<file path="src/rtl/ibex_pad_mem_ctrl_pkg.sv">
// Shared types and constants for the pin-limited off-chip memory link.
// Beats are BeatW bits wide; addresses and data words split into 4 beats each.
package ibex_pad_pkg;

   localparam int AddrBeats = 4;
   localparam int DataBeats = 4;
   localparam int BeatW     = 8;

   typedef enum logic [1:0] {
      IFETCH = 2'b01,
      DREAD  = 2'b10,
      DWRITE = 2'b11
   } pad_cmd_e;

   typedef enum logic [2:0] {
      IDLE,
      HDR,
      ADDR,
      WDATA,
      RESP,
      RSPV
   } pad_state_e;

   function automatic logic [BeatW-1:0] hdr_beat(input pad_cmd_e cmd, input logic [3:0] be);
      return {cmd, be, 2'b00};
   endfunction

endpackage

</file>
<file path="src/rtl/ibex_pad_mem_ctrl_if.sv">
// Core-side OBI ports and pad-side serial link of the memory controller.
// The slave modport is the controller's view; master is the core/pad side.
interface ibex_pad_mem_ctrl_if;
   import ibex_pad_pkg::*;

   logic             instr_req_i;
   logic             instr_gnt_o;
   logic             instr_rvalid_o;
   logic [31:0]      instr_addr_i;
   logic [31:0]      instr_rdata_o;
   logic             instr_err_o;

   logic             data_req_i;
   logic             data_gnt_o;
   logic             data_rvalid_o;
   logic             data_we_i;
   logic [3:0]       data_be_i;
   logic [31:0]      data_addr_i;
   logic [31:0]      data_wdata_i;
   logic [31:0]      data_rdata_o;
   logic             data_err_o;

   logic [BeatW-1:0] pad_out_o;
   logic             pad_out_valid_o;
   logic [BeatW-1:0] pad_in_i;
   logic             pad_in_valid_i;

   modport slave (
      input  instr_req_i, instr_addr_i,
      input  data_req_i, data_we_i, data_be_i, data_addr_i, data_wdata_i,
      input  pad_in_i, pad_in_valid_i,
      output instr_gnt_o, instr_rvalid_o, instr_rdata_o, instr_err_o,
      output data_gnt_o, data_rvalid_o, data_rdata_o, data_err_o,
      output pad_out_o, pad_out_valid_o
   );

   modport master (
      output instr_req_i, instr_addr_i,
      output data_req_i, data_we_i, data_be_i, data_addr_i, data_wdata_i,
      output pad_in_i, pad_in_valid_i,
      input  instr_gnt_o, instr_rvalid_o, instr_rdata_o, instr_err_o,
      input  data_gnt_o, data_rvalid_o, data_rdata_o, data_err_o,
      input  pad_out_o, pad_out_valid_o
   );

endinterface

</file>
<file path="src/rtl/ibex_pad_mem_ctrl_rr_arb.sv">
// Two-way round-robin arbiter; req[0] = instr, req[1] = data.
// On a tie the port that was not served last wins; reset favours instr.
module ibex_pad_rr_arb (
   input  logic       clk_i,
   input  logic       rst_ni,
   input  logic [1:0] i_req,
   input  logic       i_adv,
   output logic [1:0] o_gnt
);

   logic r_last_data;

   always_comb begin
      o_gnt = 2'b00;
      case (i_req)
         2'b01:   o_gnt = 2'b01;
         2'b10:   o_gnt = 2'b10;
         2'b11:   o_gnt = r_last_data ? 2'b01 : 2'b10;
         default: o_gnt = 2'b00;
      endcase
   end

   always_ff @(posedge clk_i) begin
      if (!rst_ni)    r_last_data <= 1'b1;
      else if (i_adv) r_last_data <= o_gnt[1];
   end

endmodule

</file>
<file path="src/rtl/ibex_pad_mem_ctrl.sv">
// Serialises one OBI transaction at a time onto an 8-bit pad link and
// reassembles the response; instr and data ports share the link round-robin.
module ibex_pad_mem_ctrl
   import ibex_pad_pkg::*;
#(
   parameter int TimeoutCycles = 64,
   parameter int TimeoutW      = 8
) (
   input  logic               clk_i,
   input  logic               rst_ni,
   ibex_pad_mem_ctrl_if.slave bus
);

   localparam logic [TimeoutW-1:0] TmoLim = TimeoutW'(TimeoutCycles);
   localparam bit                  TmoEn  = (TimeoutCycles != 0);

   pad_state_e         r_state, w_state_nxt;
   pad_cmd_e           r_cmd;
   logic [3:0]         r_be;
   logic [31:0]        r_addr, r_wdata, r_rdata;
   logic               r_err;
   logic               r_owner_data;
   logic [1:0]         r_beat;
   logic [TimeoutW-1:0] r_tmo;
   logic [31:0]        r_instr_rdata, r_data_rdata;
   logic               r_instr_err, r_data_err;

   logic [1:0]         w_req, w_gnt;
   logic               w_grant;
   logic [4:0]         w_bsel;
   logic               w_tmo_hit, w_beat_take, w_last_beat, w_resp_done;
   logic               w_instr_rv, w_data_rv;
   logic [BeatW-1:0]   w_pad_out;
   logic               w_pad_vld;

   // Requests only reach the arbiter in IDLE and out of reset, so gnt is IDLE-only.
   assign w_req   = (r_state == IDLE && rst_ni) ? {bus.data_req_i, bus.instr_req_i} : 2'b00;
   assign w_grant = |w_gnt;

   ibex_pad_rr_arb u_arb (
      .clk_i  (clk_i),
      .rst_ni (rst_ni),
      .i_req  (w_req),
      .i_adv  (w_grant),
      .o_gnt  (w_gnt)
   );

   assign w_bsel      = {r_beat, 3'b000};
   assign w_tmo_hit   = TmoEn && (r_state == RESP) && (r_tmo == TmoLim);
   assign w_beat_take = (r_state == RESP) && bus.pad_in_valid_i && !w_tmo_hit;
   assign w_last_beat = (r_cmd == DWRITE) || (r_beat == 2'(DataBeats - 1));
   assign w_resp_done = w_beat_take && w_last_beat;

   always_ff @(posedge clk_i) begin
      if (!rst_ni) r_state <= IDLE;
      else         r_state <= w_state_nxt;
   end

   always_comb begin
      w_state_nxt = r_state;
      case (r_state)
         IDLE:    if (w_grant) w_state_nxt = HDR;
         HDR:     w_state_nxt = ADDR;
         ADDR:    if (r_beat == 2'(AddrBeats - 1))
                     w_state_nxt = (r_cmd == DWRITE) ? WDATA : RESP;
         WDATA:   if (r_beat == 2'(DataBeats - 1)) w_state_nxt = RESP;
         RESP:    if (w_tmo_hit || w_resp_done) w_state_nxt = RSPV;
         RSPV:    w_state_nxt = IDLE;
         default: w_state_nxt = IDLE;
      endcase
   end

   always_ff @(posedge clk_i) begin
      if (!rst_ni) begin
         r_cmd         <= IFETCH;
         r_be          <= '0;
         r_addr        <= '0;
         r_wdata       <= '0;
         r_rdata       <= '0;
         r_err         <= 1'b0;
         r_owner_data  <= 1'b0;
         r_beat        <= '0;
         r_tmo         <= '0;
         r_instr_rdata <= '0;
         r_instr_err   <= 1'b0;
         r_data_rdata  <= '0;
         r_data_err    <= 1'b0;
      end else begin
         case (r_state)
            IDLE: begin
               if (w_grant) begin
                  r_owner_data <= w_gnt[1];
                  r_cmd        <= w_gnt[0] ? IFETCH : (bus.data_we_i ? DWRITE : DREAD);
                  r_be         <= w_gnt[0] ? 4'hF : bus.data_be_i;
                  r_addr       <= w_gnt[0] ? bus.instr_addr_i : bus.data_addr_i;
                  r_wdata      <= w_gnt[0] ? 32'h0 : bus.data_wdata_i;
                  r_rdata      <= '0;
                  r_err        <= 1'b0;
                  r_beat       <= '0;
                  r_tmo        <= '0;
               end
            end
            ADDR, WDATA: r_beat <= r_beat + 2'd1;
            RESP: begin
               if (w_tmo_hit) begin
                  r_rdata <= '0;
                  r_err   <= 1'b1;
               end else if (bus.pad_in_valid_i) begin
                  r_tmo  <= '0;
                  r_beat <= r_beat + 2'd1;
                  if (r_cmd == DWRITE) r_err <= bus.pad_in_i[0];
                  else                 r_rdata[w_bsel +: BeatW] <= bus.pad_in_i;
               end else begin
                  r_tmo <= r_tmo + 1'b1;
               end
            end
            // Owner's result is parked here so it stays visible after RSPV.
            RSPV: begin
               if (r_owner_data) begin
                  r_data_rdata <= r_rdata;
                  r_data_err   <= r_err;
               end else begin
                  r_instr_rdata <= r_rdata;
                  r_instr_err   <= r_err;
               end
            end
            default: ;
         endcase
      end
   end

   always_comb begin
      w_pad_out = '0;
      w_pad_vld = 1'b0;
      case (r_state)
         HDR: begin
            w_pad_vld = 1'b1;
            w_pad_out = hdr_beat(r_cmd, r_be);
         end
         ADDR: begin
            w_pad_vld = 1'b1;
            w_pad_out = r_addr[w_bsel +: BeatW];
         end
         WDATA: begin
            w_pad_vld = 1'b1;
            w_pad_out = r_wdata[w_bsel +: BeatW];
         end
         default: ;
      endcase
   end

   assign w_instr_rv = (r_state == RSPV) && !r_owner_data;
   assign w_data_rv  = (r_state == RSPV) &&  r_owner_data;

   assign bus.instr_gnt_o     = w_gnt[0];
   assign bus.instr_rvalid_o  = w_instr_rv;
   assign bus.instr_rdata_o   = w_instr_rv ? r_rdata : r_instr_rdata;
   assign bus.instr_err_o     = w_instr_rv ? r_err   : r_instr_err;

   assign bus.data_gnt_o      = w_gnt[1];
   assign bus.data_rvalid_o   = w_data_rv;
   assign bus.data_rdata_o    = w_data_rv ? r_rdata : r_data_rdata;
   assign bus.data_err_o      = w_data_rv ? r_err   : r_data_err;

   assign bus.pad_out_o       = w_pad_out;
   assign bus.pad_out_valid_o = w_pad_vld;

endmodule

</file>
<file path="src/flat_wrapper.sv">
// flat-port wrapper written by rule: the top's interface ports become plain ports
module ibex_pad_mem_ctrl_flat import ibex_pad_pkg::*;
#(
   parameter int TimeoutCycles = 64,
   parameter int TimeoutW      = 8
)
  (clk_i, rst_ni, bus_instr_req_i, bus_instr_addr_i, bus_data_req_i, bus_data_we_i, bus_data_be_i, bus_data_addr_i, bus_data_wdata_i, bus_pad_in_i, bus_pad_in_valid_i, bus_instr_gnt_o, bus_instr_rvalid_o, bus_instr_rdata_o, bus_instr_err_o, bus_data_gnt_o, bus_data_rvalid_o, bus_data_rdata_o, bus_data_err_o, bus_pad_out_o, bus_pad_out_valid_o);
  ibex_pad_mem_ctrl_if bus_i ();
  input  logic clk_i;
  input  logic rst_ni;
  input wire logic [$bits(bus_i.instr_req_i)-1:0] bus_instr_req_i;
  input wire logic [$bits(bus_i.instr_addr_i)-1:0] bus_instr_addr_i;
  input wire logic [$bits(bus_i.data_req_i)-1:0] bus_data_req_i;
  input wire logic [$bits(bus_i.data_we_i)-1:0] bus_data_we_i;
  input wire logic [$bits(bus_i.data_be_i)-1:0] bus_data_be_i;
  input wire logic [$bits(bus_i.data_addr_i)-1:0] bus_data_addr_i;
  input wire logic [$bits(bus_i.data_wdata_i)-1:0] bus_data_wdata_i;
  input wire logic [$bits(bus_i.pad_in_i)-1:0] bus_pad_in_i;
  input wire logic [$bits(bus_i.pad_in_valid_i)-1:0] bus_pad_in_valid_i;
  output wire logic [$bits(bus_i.instr_gnt_o)-1:0] bus_instr_gnt_o;
  output wire logic [$bits(bus_i.instr_rvalid_o)-1:0] bus_instr_rvalid_o;
  output wire logic [$bits(bus_i.instr_rdata_o)-1:0] bus_instr_rdata_o;
  output wire logic [$bits(bus_i.instr_err_o)-1:0] bus_instr_err_o;
  output wire logic [$bits(bus_i.data_gnt_o)-1:0] bus_data_gnt_o;
  output wire logic [$bits(bus_i.data_rvalid_o)-1:0] bus_data_rvalid_o;
  output wire logic [$bits(bus_i.data_rdata_o)-1:0] bus_data_rdata_o;
  output wire logic [$bits(bus_i.data_err_o)-1:0] bus_data_err_o;
  output wire logic [$bits(bus_i.pad_out_o)-1:0] bus_pad_out_o;
  output wire logic [$bits(bus_i.pad_out_valid_o)-1:0] bus_pad_out_valid_o;
  assign bus_i.instr_req_i = bus_instr_req_i;
  assign bus_i.instr_addr_i = bus_instr_addr_i;
  assign bus_i.data_req_i = bus_data_req_i;
  assign bus_i.data_we_i = bus_data_we_i;
  assign bus_i.data_be_i = bus_data_be_i;
  assign bus_i.data_addr_i = bus_data_addr_i;
  assign bus_i.data_wdata_i = bus_data_wdata_i;
  assign bus_i.pad_in_i = bus_pad_in_i;
  assign bus_i.pad_in_valid_i = bus_pad_in_valid_i;
  assign bus_instr_gnt_o = bus_i.instr_gnt_o;
  assign bus_instr_rvalid_o = bus_i.instr_rvalid_o;
  assign bus_instr_rdata_o = bus_i.instr_rdata_o;
  assign bus_instr_err_o = bus_i.instr_err_o;
  assign bus_data_gnt_o = bus_i.data_gnt_o;
  assign bus_data_rvalid_o = bus_i.data_rvalid_o;
  assign bus_data_rdata_o = bus_i.data_rdata_o;
  assign bus_data_err_o = bus_i.data_err_o;
  assign bus_pad_out_o = bus_i.pad_out_o;
  assign bus_pad_out_valid_o = bus_i.pad_out_valid_o;
  ibex_pad_mem_ctrl #(.TimeoutCycles(TimeoutCycles), .TimeoutW(TimeoutW)) u_core (.clk_i(clk_i), .rst_ni(rst_ni), .bus(bus_i));
endmodule
</file>
<file path="config.mk">
export PLATFORM = sky130hd
export DESIGN_NAME = ibex_pad_mem_ctrl_flat
export DESIGN_NICKNAME = d
export VERILOG_FILES = /design/src/rtl/ibex_pad_mem_ctrl_pkg.sv /design/src/rtl/ibex_pad_mem_ctrl_if.sv /design/src/rtl/ibex_pad_mem_ctrl_rr_arb.sv /design/src/rtl/ibex_pad_mem_ctrl.sv /design/src/flat_wrapper.sv
export SDC_FILE = /design/constraint.sdc
export NUM_CORES = 1
export LEC_CHECK = 0
export CAP_MARGIN = 20
export CELL_PAD_IN_SITES_DETAIL_PLACEMENT = 1
export CELL_PAD_IN_SITES_GLOBAL_PLACEMENT = 2
export CORE_MARGIN = 3
export CORE_UTILIZATION = 29
export CTS_BUF_LIST = sky130_fd_sc_hd__clkbuf_8
export DETAILED_ROUTE_END_ITERATION = 7
export PLACE_DENSITY_LB_ADDON = 0.12
export SLEW_MARGIN = 10
export SYNTH_ARGS = -nofsm -noshare
export SYNTH_HDL_FRONTEND = slang
export SYNTH_SLANG_ARGS = --single-unit
</file>
<file path="constraint.sdc">
create_clock -name clk_i -period 2.2 [get_ports clk_i]
set_input_delay 0.33 -clock clk_i [delete_from_list [all_inputs] [get_ports clk_i]]
set_output_delay 0.33 -clock clk_i [all_outputs]
set_load 0.01 [all_outputs]
</file>
Word-level counts from Yosys, hierarchy flattened
Index checks and enable logic that the tools add are counted.
Widths: inputs -> output; s select.
{ "classes": {"reduce_logical": 25, "shifts": 4, "eq_ne": 20, "bitwise": 1, "muxes": 39, "addsub": 3} }
{ "ops": {"columns": ["op", "n"], "rows": [
  ["$mux 32", 8],
  ["$pmux 32 s2", 1],
  ["$shiftx 32x6->8", 2],
  ["$bwmux 32", 1],
  ["$shift 8x7->32 const A", 1],
  ["$shiftx 8x7->32", 1],
  ["$mux 8", 3],
  ["$pmux 8 s3", 1],
  ["$pmux 8 s2", 1],
  ["$reduce_and 4->1", 4],
  ["$mux 3", 5],
  ["$pmux 3 s5", 1],
  ["$mux 2", 6],
  ["$pmux 2 s3", 2],
  ["$ne 3x2->1 const B", 3],
  ["$add 8x1->8 const B", 1],
  ["$eq 2x2->1 const B", 4],
  ["$eq 8x7->1 const B", 1],
  ["$mux 1", 8],
  ["$ne 2x2->1 const B", 4],
  ["$logic_and 1x1->1", 7],
  ["$neg 5->7", 1],
  ["$eq 3x2->1 const B", 2],
  ["$eq 3x3->1 const B", 2],
  ["16 further kinds", 22]
]} }
{ "word_totals": {"out_inout_bits": 79, "word_cells": 107, "regBits": 184} }

Longest topological paths before layout
Gate-level depths: netlist of the first run.
{ "depth": {"ltp_word": 8, "ltp_mapped": 8, "depth_no_buf": 6} }

Hierarchy
Synthesis of the first run repeated with hierarchy kept, for this count alone.
{ "unflattened": {"cells_unflattened": 800, "area_unflattened_um2": 8251.7} }
{ "by_module_without_submodules": {"columns": ["mod", "n_inst", "cells_per_inst", "area_each_um2"], "rows": [
  ["ibex_pad_mem_ctrl", 1, 793, 8194.1],
  ["ibex_pad_rr_arb", 1, 7, 57.6]
]} }

Least setup slack after synthesis of the first run
Ideal clock, no wire load.
{ "synth_path": {"path_kind": "register to register", "start": "register u_core.r_beat[1]", "end": "register u_core.r_rdata[16]", "required_ns": 2.128, "setup_slack_ns": -0.069, "path_buffers": 0, "arrival_ns": 2.197, "path_stages_with_launch": 7, "cell_sequence": "dfxtp_1 clkinv_1 ha_1 or4bb_1 a211oi_2 nand3_1 mux2i_1"} }
{ "synth_via": {"elab_chain_len": 7, "elab_cells_between_ends": 8} }
{ "synth_rtl": {"columns": ["item", "line", "rtl"], "rows": [
  ["start: declaration", "ibex_pad_mem_ctrl.sv:23", "logic [1:0] r_beat;"],
  ["start signal: assignment", "ibex_pad_mem_ctrl.sv:103", "ADDR, WDATA: r_beat <= r_beat + 2'd1;"],
  ["start signal: assignment", "ibex_pad_mem_ctrl.sv:110", "r_beat <= r_beat + 2'd1;"],
  ["$neg 5->7 *", "ibex_pad_mem_ctrl.sv:112", "else r_rdata[w_bsel +: BeatW] <= bus.pad_in_i;"],
  ["$shiftx 8x7->32 / $shift 8x7->32 (equally long branches)", "ibex_pad_mem_ctrl.sv:112", null],
  ["$bwmux 32 *", "ibex_pad_mem_ctrl.sv:112", null],
  ["$mux 32 *", "ibex_pad_mem_ctrl.sv:111", "if (r_cmd == DWRITE) r_err <= bus.pad_in_i[0];"],
  ["$mux 32 *", "ibex_pad_mem_ctrl.sv:108", "end else if (bus.pad_in_valid_i) begin"],
  ["$mux 32 *", "ibex_pad_mem_ctrl.sv:105", "if (w_tmo_hit) begin"],
  ["$pmux 32 s2 *", "ibex_pad_mem_ctrl.sv:89", "case (r_state)"],
  ["end signal: indexed assignment", "ibex_pad_mem_ctrl.sv:112", null],
  ["end: declaration", "ibex_pad_mem_ctrl.sv:20", "logic [31:0] r_addr, r_wdata, r_rdata;"]
]} }
Mark *: on every way between the ends. The rest lies on a longest branch, timed or not. The select of a mux whose other input is x is not followed.
A chain may end at the register's enable or synchronous reset.

Worst setup path in the final report of the first run
{ "layout_path": {"start": "register u_core.r_state[1]", "end": "output port bus_instr_rdata_o[10]"} }
{ "layout_via": {"elab_chain_len": 3} }
{ "layout_rtl": {"columns": ["item", "line", "rtl"], "rows": [
  ["start: declaration", "ibex_pad_mem_ctrl.sv:17", "pad_state_e r_state, w_state_nxt;"],
  ["start signal: assignment", "ibex_pad_mem_ctrl.sv:56", "else r_state <= w_state_nxt;"],
  ["$eq 3x3->1", "ibex_pad_mem_ctrl.sv:152", "assign w_instr_rv = (r_state == RSPV) && !r_owner_data;"],
  ["$logic_and 1x1->1", "ibex_pad_mem_ctrl.sv:152", null],
  ["$mux 32", "ibex_pad_mem_ctrl.sv:157", "assign bus.instr_rdata_o = w_instr_rv ? r_rdata : r_instr_rdata;"],
  ["end: declaration", "flat_wrapper.sv:22", "output wire logic [$bits(bus_i.instr_rdata_o)-1:0] bus_instr_rdata_o;"]
]} }
Every way passes these cells.

==> results of run 1 <==
-- area by class of cell --
cell class	count	area (um2)
timing repair buffer	279	2970
inverter	15	60.1
antenna	1	2.50
fill	2922	15300
multi-input combinational	508	4180
tap	341	427
clock inverter	15	183
clock buffer	17	234
sequential	184	3690
-- power by group through the flow --
stage / Clock (uW) / Sequential, uW / Combinational (uW)
CTS: 2510 / 3730 / 2330
detailed placement: 0 / 3800 / 2210
global placement: 0 / 3790 / 2150
floorplan: 0 / 3710 / 1230
global route: 2630 / 3760 / 2580
finish: 2400 / 3730 / 2370
-- sequential cells by signal, indices dropped and copies added (netlist names) --
register,flops
u_core.r_addr,32
u_core.r_data_rdata,32
u_core.r_instr_rdata,32
u_core.r_rdata,32
u_core.r_wdata,32
u_core.r_tmo,8
u_core.r_be,4
u_core.r_state,3
u_core.r_beat,2
u_core.r_cmd,2
u_core.r_data_err,1
u_core.r_err,1
u_core.r_instr_err,1
u_core.r_owner_data,1
u_core.u_arb.r_last_data,1
-- worst max-delay path, cell delays in order, from the launching register on --
cell	delay (ns)
dfxtp_2	0.34
buf_6	0.12
nor2b_4	0.13
nor3b_4	0.20
buf_6	0.13
buf_12	0.11
buf_16	0.14
buf_12	0.14
mux2_4	0.31
buf_6	0.12
-- path summary, 6_finish.rpt --
check / slack [ns] / start / cells after the start / endpoint
worst min-delay path: 0.20 / rst_ni / 3 / u_core.r_addr[21]
worst max-delay path: -0.35 / u_core.r_state[1] / 9 / bus_instr_rdata_o[10]
worst max register to register: 0.12 / u_core.r_beat[0] / 8 / u_core.r_rdata[19]
worst min register to register: 0.49 / u_core.u_arb.r_last_data / 2 / u_core.u_arb.r_last_data
-- synthesized netlist by cell type (all sizes together) (14+ instances only) --
library cell,n
a21oi,17
and2,69
dfxtp,184
mux2i,30
mux4,16
clkbuf,30
nand3,32
a222oi,25
nor2,64
a22oi,39
nand2,51
mux2,68
inv,14
buf,32
-- per-stage QoR --
stage | util | area, um2 | std cells
finish | 0.435 | 11700 | 1360
global route | 0.434 | 11700 | 1359
CTS | 0.433 | 11700 | 1359
detailed placement | 0.390 | 10500 | 1291
global placement | 0.390 | 10500 | 1291
floorplan | - | 8010 | 769
-- kinds of logic after synthesis --
kind of cell,after synthesis,share of synthesized area
AND/OR/NAND/NOR,256,0.170
flip-flops,184,0.460
AO/OA/AOI/OAI,129,0.131
multiplexers,114,0.179
buffers and inverters,77,0.0468
adder cells (fa/ha/maj),6,0.00938
XOR/XNOR,3,0.00328
-- layout by cell type (no fill, tap or decap), types with 25 or more instances in the layout --
cell type,Yosys,layout
buf_4,9,48
a22oi_1,39,35
a222oi_1,25,25
mux2i_1,30,30
clkdlybuf4s50_1,0,112
nand2_1,51,47
buf_6,4,88
nand3_1,30,25
nor2_1,64,64
dfxtp_1,184,180
and2_1,69,68
mux2_2,59,32
mux2_4,0,36
-- repair_timing --
action | in CTS | in global routing
gates cloned | 5 | 0
setup buffers | 31 | 6
setup endpoints to repair | 87 | 133
gates resized for setup | 477 | 28
pin swaps | 15 | 9
-- metal layers --
metal	global-route usage	vias up	part of all wire
met4	0.0725	2	0.026
met5	0	-	0.00046
met2	0.338	197	0.50
met1	0.228	3419	0.42
met3	0.0373	32	0.048
li1	-	3274	-
==> metrics.md, run 1 <==
| Metric | Value |
|---|---|
| Dpl hpwl | `a little under 20,000 um` |
| Clock transition at path regs | `roughly 0.10 ns` |
| Final worst setup slack | `-0.352 ns` |
| CTS H-tree lvls | `4` |
| Share of layout cells above drive strength 1 | `0.326` |
| Crit path time final | `roughly 2.6 ns` |
| Final Hold Viols | `0` |
| Max Clock Skew | `between 0.015 and 0.02 ns` |
| Critical setup path kind | `flip-flop to output pin` |
| Root Driver | `clkbuf_8` |
| Switching Fraction | `0.328` |
| RSZ-0062 raised after global routing | `yes` |
| Row cnt | `60` |
| Detailed Routing Iterations Pass 1 | `8` |
| DRC errors left | `0` |
| Via count | `between 6k and 7k` |
| CTS Hold Bufs | `0` |
| Slew @ Worst Pin | `about 0.67 ns` |
| Layout area overhead | `46.8%` |
| Dominant cells by area after synthesis | `dfxtp_1, mux2_2, and2_1` |
| Final #Nets | `roughly 1.1k` |
| Fin crit share | `1.16` |
| Count of flip-flops with a built-in enable after synthesis | `0` |
| Initial Util | `0.296` |
| Horiz. Die Dim | `between 150 and 200 um` |
| Max VDD drop | `approximately 0.00032 V` |
| Core footprint | `0.0270 mm2` |
| Mapped Nets | `889` |
| Pwr Total | `8500 uW` |
| CP max FO | `8` |
| Largest net degree at the start of global routing | `approximately 120` |
| Max Cap Viol | `0` |
| Worst Setup End Kind | `output pin` |
| CP Launch Type | `flip-flop` |
| Die ar. | `just under 0.03 mm2` |
| Netlist cell types | `61` |
| Req. time, crit path | `around 1.9 ns` |
| Number of port buffers | `about 190` |
| Max_slew headroom | `0.552` |
| FF+latch count, synth | `184` |
| DRT iter0 DRCs | `just over 400` |
| CTS tree | `built` |
| Int Power | `5710 uW` |
| Top-area cell type share of the netlist area | `0.460` |
| Ys flop type | `dfxtp_1` |
| Grt total ovfl | `0` |
| Hold_ws | `~0.2 ns` |
| Later-pin clock latency in the skew report | `0.47 ns` |
| Syn avg cell area | `between 10 and 15 um2` |
| Fmax | `roughly 390 MHz` |
| CTS buffer count | `17` |
| Pwr dens | `between 700 and 800 mW/mm2` |
| Comb power frac | `0.279` |
| IO Pins | `slightly below 200` |
| Cell area after synthesis | `0.00800 mm2` |
| Setup TNS | `-16.48 ns` |
| Final WL | `roughly 28,000 um` |
| Setup violations, final | `76` |
| Synth warn | `0` |
| Pins Over Slew Limit | `0` |
| DRT antenna net count | `0` |
| RePlAce Congestion | `a little under 0.8` |
| Avg WL per Cell | `slightly above 20 um` |
| Clock sink count | `184` |
| CP arrival | `2.22 ns` |
| Clk buf depth | `2` |
| Clock power frac | `0.283` |
| Failing checks | `negative setup slack` |
| Post-synthesis sequential area ratio | `0.460` |
| GRT Total Usage | `0.191` |
| First-pass GRT wire length | `between 40,000 and 50,000 um` |
| Hold crit path type | `input pin to flip-flop` |
| Synth Instances | `769` |
| Vias in the first global route | `roughly 7.6k` |
| Status | `finished with violations` |
| Initial antenna violation count | `1` |
| Vias per cell | `about 5.1` |
| Post-place setup slack | `-0.155 ns` |
| Sw Pwr | `roughly 2800 uW` |
| Die Height | `~170 um` |
| Async SR Flop Fraction | `0` |
| Synth area leader | `dfxtp_1` |
| Sequential Power Share | `0.439` |
| P_leak | `between 0.004 and 0.005 uW` |
Note: power is estimated with default switching activity, not from simulation.
==> run 2: changes to the inputs <==
Settings changed: PLACE_DENSITY set to 0.86, PLACE_DENSITY_LB_ADDON 0.12 to unset.
==> run 2 against run 1 <==
  * The run still ends with negative setup slack left
  * Clock skew up 0.0019 ns
  * Clock power up 2%
  * Maximum frequency up 0.37%
  * Setup slack better by 0.0093 ns
  * Flip-flop and latch count unchanged
  * Utilization up 0.23 points
  * Die area unchanged
  * Global-route usage about the same
  * Power down 0.42%
  * Via count up 0.92%
  * Highest routed layer is now met4
==> metrics.md, run 2 (synthesis results as in run 1) <==
| Metric | Value |
|---|---|
| Failing checks | `negative setup slack` |
| Root Driver | `clkbuf_8` |
| Final #Nets | `1,129 (+0.36%)` |
| Setup violations, final | `77 (+1.3%)` |
| Core footprint | `0.0270 mm2 (unchanged)` |
| Cells along the critical path | `buf_4 -> nor2b_4 -> buf_6 -> nand3_4 -> buf_12 -> buf_12 -> buf_6 -> mux2_4 -> buf_6` |
| Min-Delay Endpoint | `u_core.u_arb.r_last_data` |
| CP max FO | `6 (-2)` |
| Number of port buffers | `192 (unchanged)` |
| Layout area overhead | `47.6%` |
| M1 GR Usage | `0.226 (-0.00273)` |
| Die Height | `172 um (unchanged)` |
| DRT antenna net count | `0 (unchanged)` |
| Grt total ovfl | `0 (unchanged)` |
| Int Power | `5830 uW (+2.0%)` |
| Crit path top cell by count | `buf_6` |
| Share of layout cells above drive strength 1 | `0.318 (-0.00781)` |
| Max_slew headroom | `0.570 (+0.0179)` |
| Final non-filler cell total | `1,362 (+0.15%)` |
| Avg WL per Cell | `21.0 um (+2.0%)` |
| CP Launch Type | `flip-flop` |
| Fmax | `393 MHz (+0.37%)` |
| Sequential Power Share | `0.443 (+0.004)` |
| CP Buf/Inv Count | `6 (unchanged)` |
| Vias per cell | `5.13 (+0.78%)` |
| Horiz. Die Dim | `172 um (unchanged)` |
| CTS H-tree lvls | `4 (unchanged)` |
| CP arrival | `2.21 ns (about the same)` |
| GRT Total Usage | `0.191 (about the same)` |
| Largest net degree at the start of global routing | `116 (+0.87%)` |
| Min-delay src | `rst_ni` |
| Final WL | `28,600 um (+2.2%)` |
| Hold crit path type | `input pin to flip-flop` |
| Clk buf depth | `2 (unchanged)` |
| Commonest non-fill, non-tap cell in the layout | `dfxtp_1` |
| DP Cell Count | `1,293 (+0.15%)` |
| Clock sink count | `184 (unchanged)` |
| Initial antenna violation count | `0 (-1)` |
| RePlAce Congestion | `0.798 (+1.5%)` |
| Vias in the first global route | `7,285 (-3.5%)` |
| RR Startpoint | `u_core.r_beat[0]` |
| Worst reg-to-reg path cell count | `8 (unchanged)` |
| Critical setup path kind | `flip-flop to output pin` |
| Status | `finished with violations` |
| Crit path time final | `2.54 ns (-0.00930 ns)` |
| Detailed Routing Iterations Pass 1 | `5 (-3)` |
| Max VDD drop | `0.000422 V (+31%)` |
| Clock transition at path regs | `0.10 ns (about the same)` |
| Worst Setup End Kind | `output pin` |
| Pwr dens | `717 mW/mm2 (-0.94%)` |
| Number of diodes | `0 (-1)` |
| Global route hottest layer | `met2` |
| Met2 GRT Util | `0.339 (+0.000856)` |
| Hold_ws | `0.141 ns (-0.0556 ns)` |
| Die ar. | `0.0296 mm2 (unchanged)` |
| RR Endpoint | `u_core.r_rdata[23]` |
| CTS tree | `built` |
| R2R Setup Slk | `0.13 ns (about the same)` |
| CP top delay family | `buffers and inverters` |
| Comb power frac | `0.268 (-0.011)` |
| Slew @ Worst Pin | `0.645 ns (-0.0269 ns)` |
| Switching Fraction | `0.312 (-0.0163)` |
| Later-pin clock latency in the skew report | `0.47 ns (about the same)` |
| Initial Util | `0.296 (unchanged)` |
| Max Cap Viol | `0 (unchanged)` |
| Final Hold Viols | `0 (unchanged)` |
| CTS buffer count | `17 (unchanged)` |
| Final worst setup slack | `-0.343 ns (+0.00930 ns)` |
| Pwr Total | `8470 uW (-0.42%)` |
| Sw Pwr | `2640 uW (-5.4%)` |
| Setup TNS | `-17.08 ns (-0.602 ns)` |
| Met3 usage | `0.0640 (+0.0267)` |
| Clock power frac | `0.289 (+0.006)` |
| RSZ-0062 raised after global routing | `yes` |
| Worst hold path depth | `2 (-1)` |
| DRT iter0 DRCs | `517 (+25%)` |
| Pins Over Slew Limit | `0 (unchanged)` |
| Crit-path slowest cell | `dfxtp_2` |
| Row cnt | `60 (unchanged)` |
| First-pass GRT wire length | `43,200 um (-0.75%)` |
| P_leak | `0.00474 uW (+1.1%)` |
| Post-place setup slack | `-0.210 ns (-0.0558 ns)` |
| Via count | `6,988 (+0.92%)` |
| IO Pins | `193 (unchanged)` |
| Max Clock Skew | `0.0183 ns (+0.00191 ns)` |
| Dpl hpwl | `18,800 um (-3.9%)` |
| Commonest cells after routing, fill and taps aside | `dfxtp_1, clkdlybuf4s50_1, buf_6` |
| DRC errors left | `0 (unchanged)` |
| Req. time, crit path | `1.87 ns (about the same)` |
| Crit-path max cell delay | `0.34 ns (about the same)` |
| Fin crit share | `1.16 (-0.00423)` |
run 2: worst register-to-register path, cell delays in order (launching register included):
cell and delay [ns]:
dfxtp_4 0.38, inv_2 0.07, buf_4 0.15, ha_2 0.31, or4bb_4 0.47, a211oi_4 0.21
buf_12 0.15, nand3_1 0.09, mux2i_1 0.17
run 2: layout make-up:
| class | instances | area [um2] |
|---|---|---|
| clock buffer | 17 | 234 |
| clock inverter | 14 | 174 |
| fill | 2966 | 15200 |
| inverter | 15 | 60.1 |
| multi-input combinational | 508 | 4170 |
| sequential | 184 | 3690 |
| tap | 341 | 427 |
| timing repair buffer | 283 | 3050 |
run 2: metrics by stage:
stage	utilization	area, um2
4_1_cts	0.433	11700
3_5_place_dp	0.390	10500
5_1_grt	0.437	11800
6_report	0.437	11800
2_1_floorplan	-	8010
3_3_place_gp	0.390	10500
run 2: what timing repair did:
item | in CTS | in global routing
gates resized for setup | 480 | 33
endpoints found under the setup margin | 79 | 94
hold buffers | 0 | 0
pin swaps | 10 | 12
setup buffers | 24 | 11
gates cloned | 7 | 0
run 2: worst max-delay path by stage:
stage | to | slack (ns) | cells past startpoint | from
final | bus_data_rdata_o[19] | -0.34 | 9 | u_core.r_state[1]
after global routing | bus_data_rdata_o[19] | -0.41 | 9 | u_core.r_state[1]
after CTS | bus_pad_out_o[2] | -0.36 | 6 | u_core.r_state[1]
after detailed placement | bus_instr_gnt_o | -0.21 | 5 | bus_instr_req_i
after global placement | bus_instr_gnt_o | -0.22 | 5 | bus_instr_req_i
after floorplan | u_core.r_rdata[16] | 0.05 | 7 | u_core.r_beat[0]
run 2: power by group through the flow:
stage          Sequential, uW  Clock [uW]  Combinational [uW]
5_1_grt                  3780        2650                2440
3_5_place_dp             3820           0                2100
2_1_floorplan            3710           0                1230
6_report                 3750        2450                2270
3_3_place_gp             3810           0                2060
4_1_cts                  3750        2490                2200
run 2: routing by layer:
metal / vias to the layer above / part of all wire
li1: 3275 / -
met1: 3463 / 0.40
met2: 233 / 0.51
met3: 17 / 0.081
met4: 0 / 0.0093
met5: - / 0
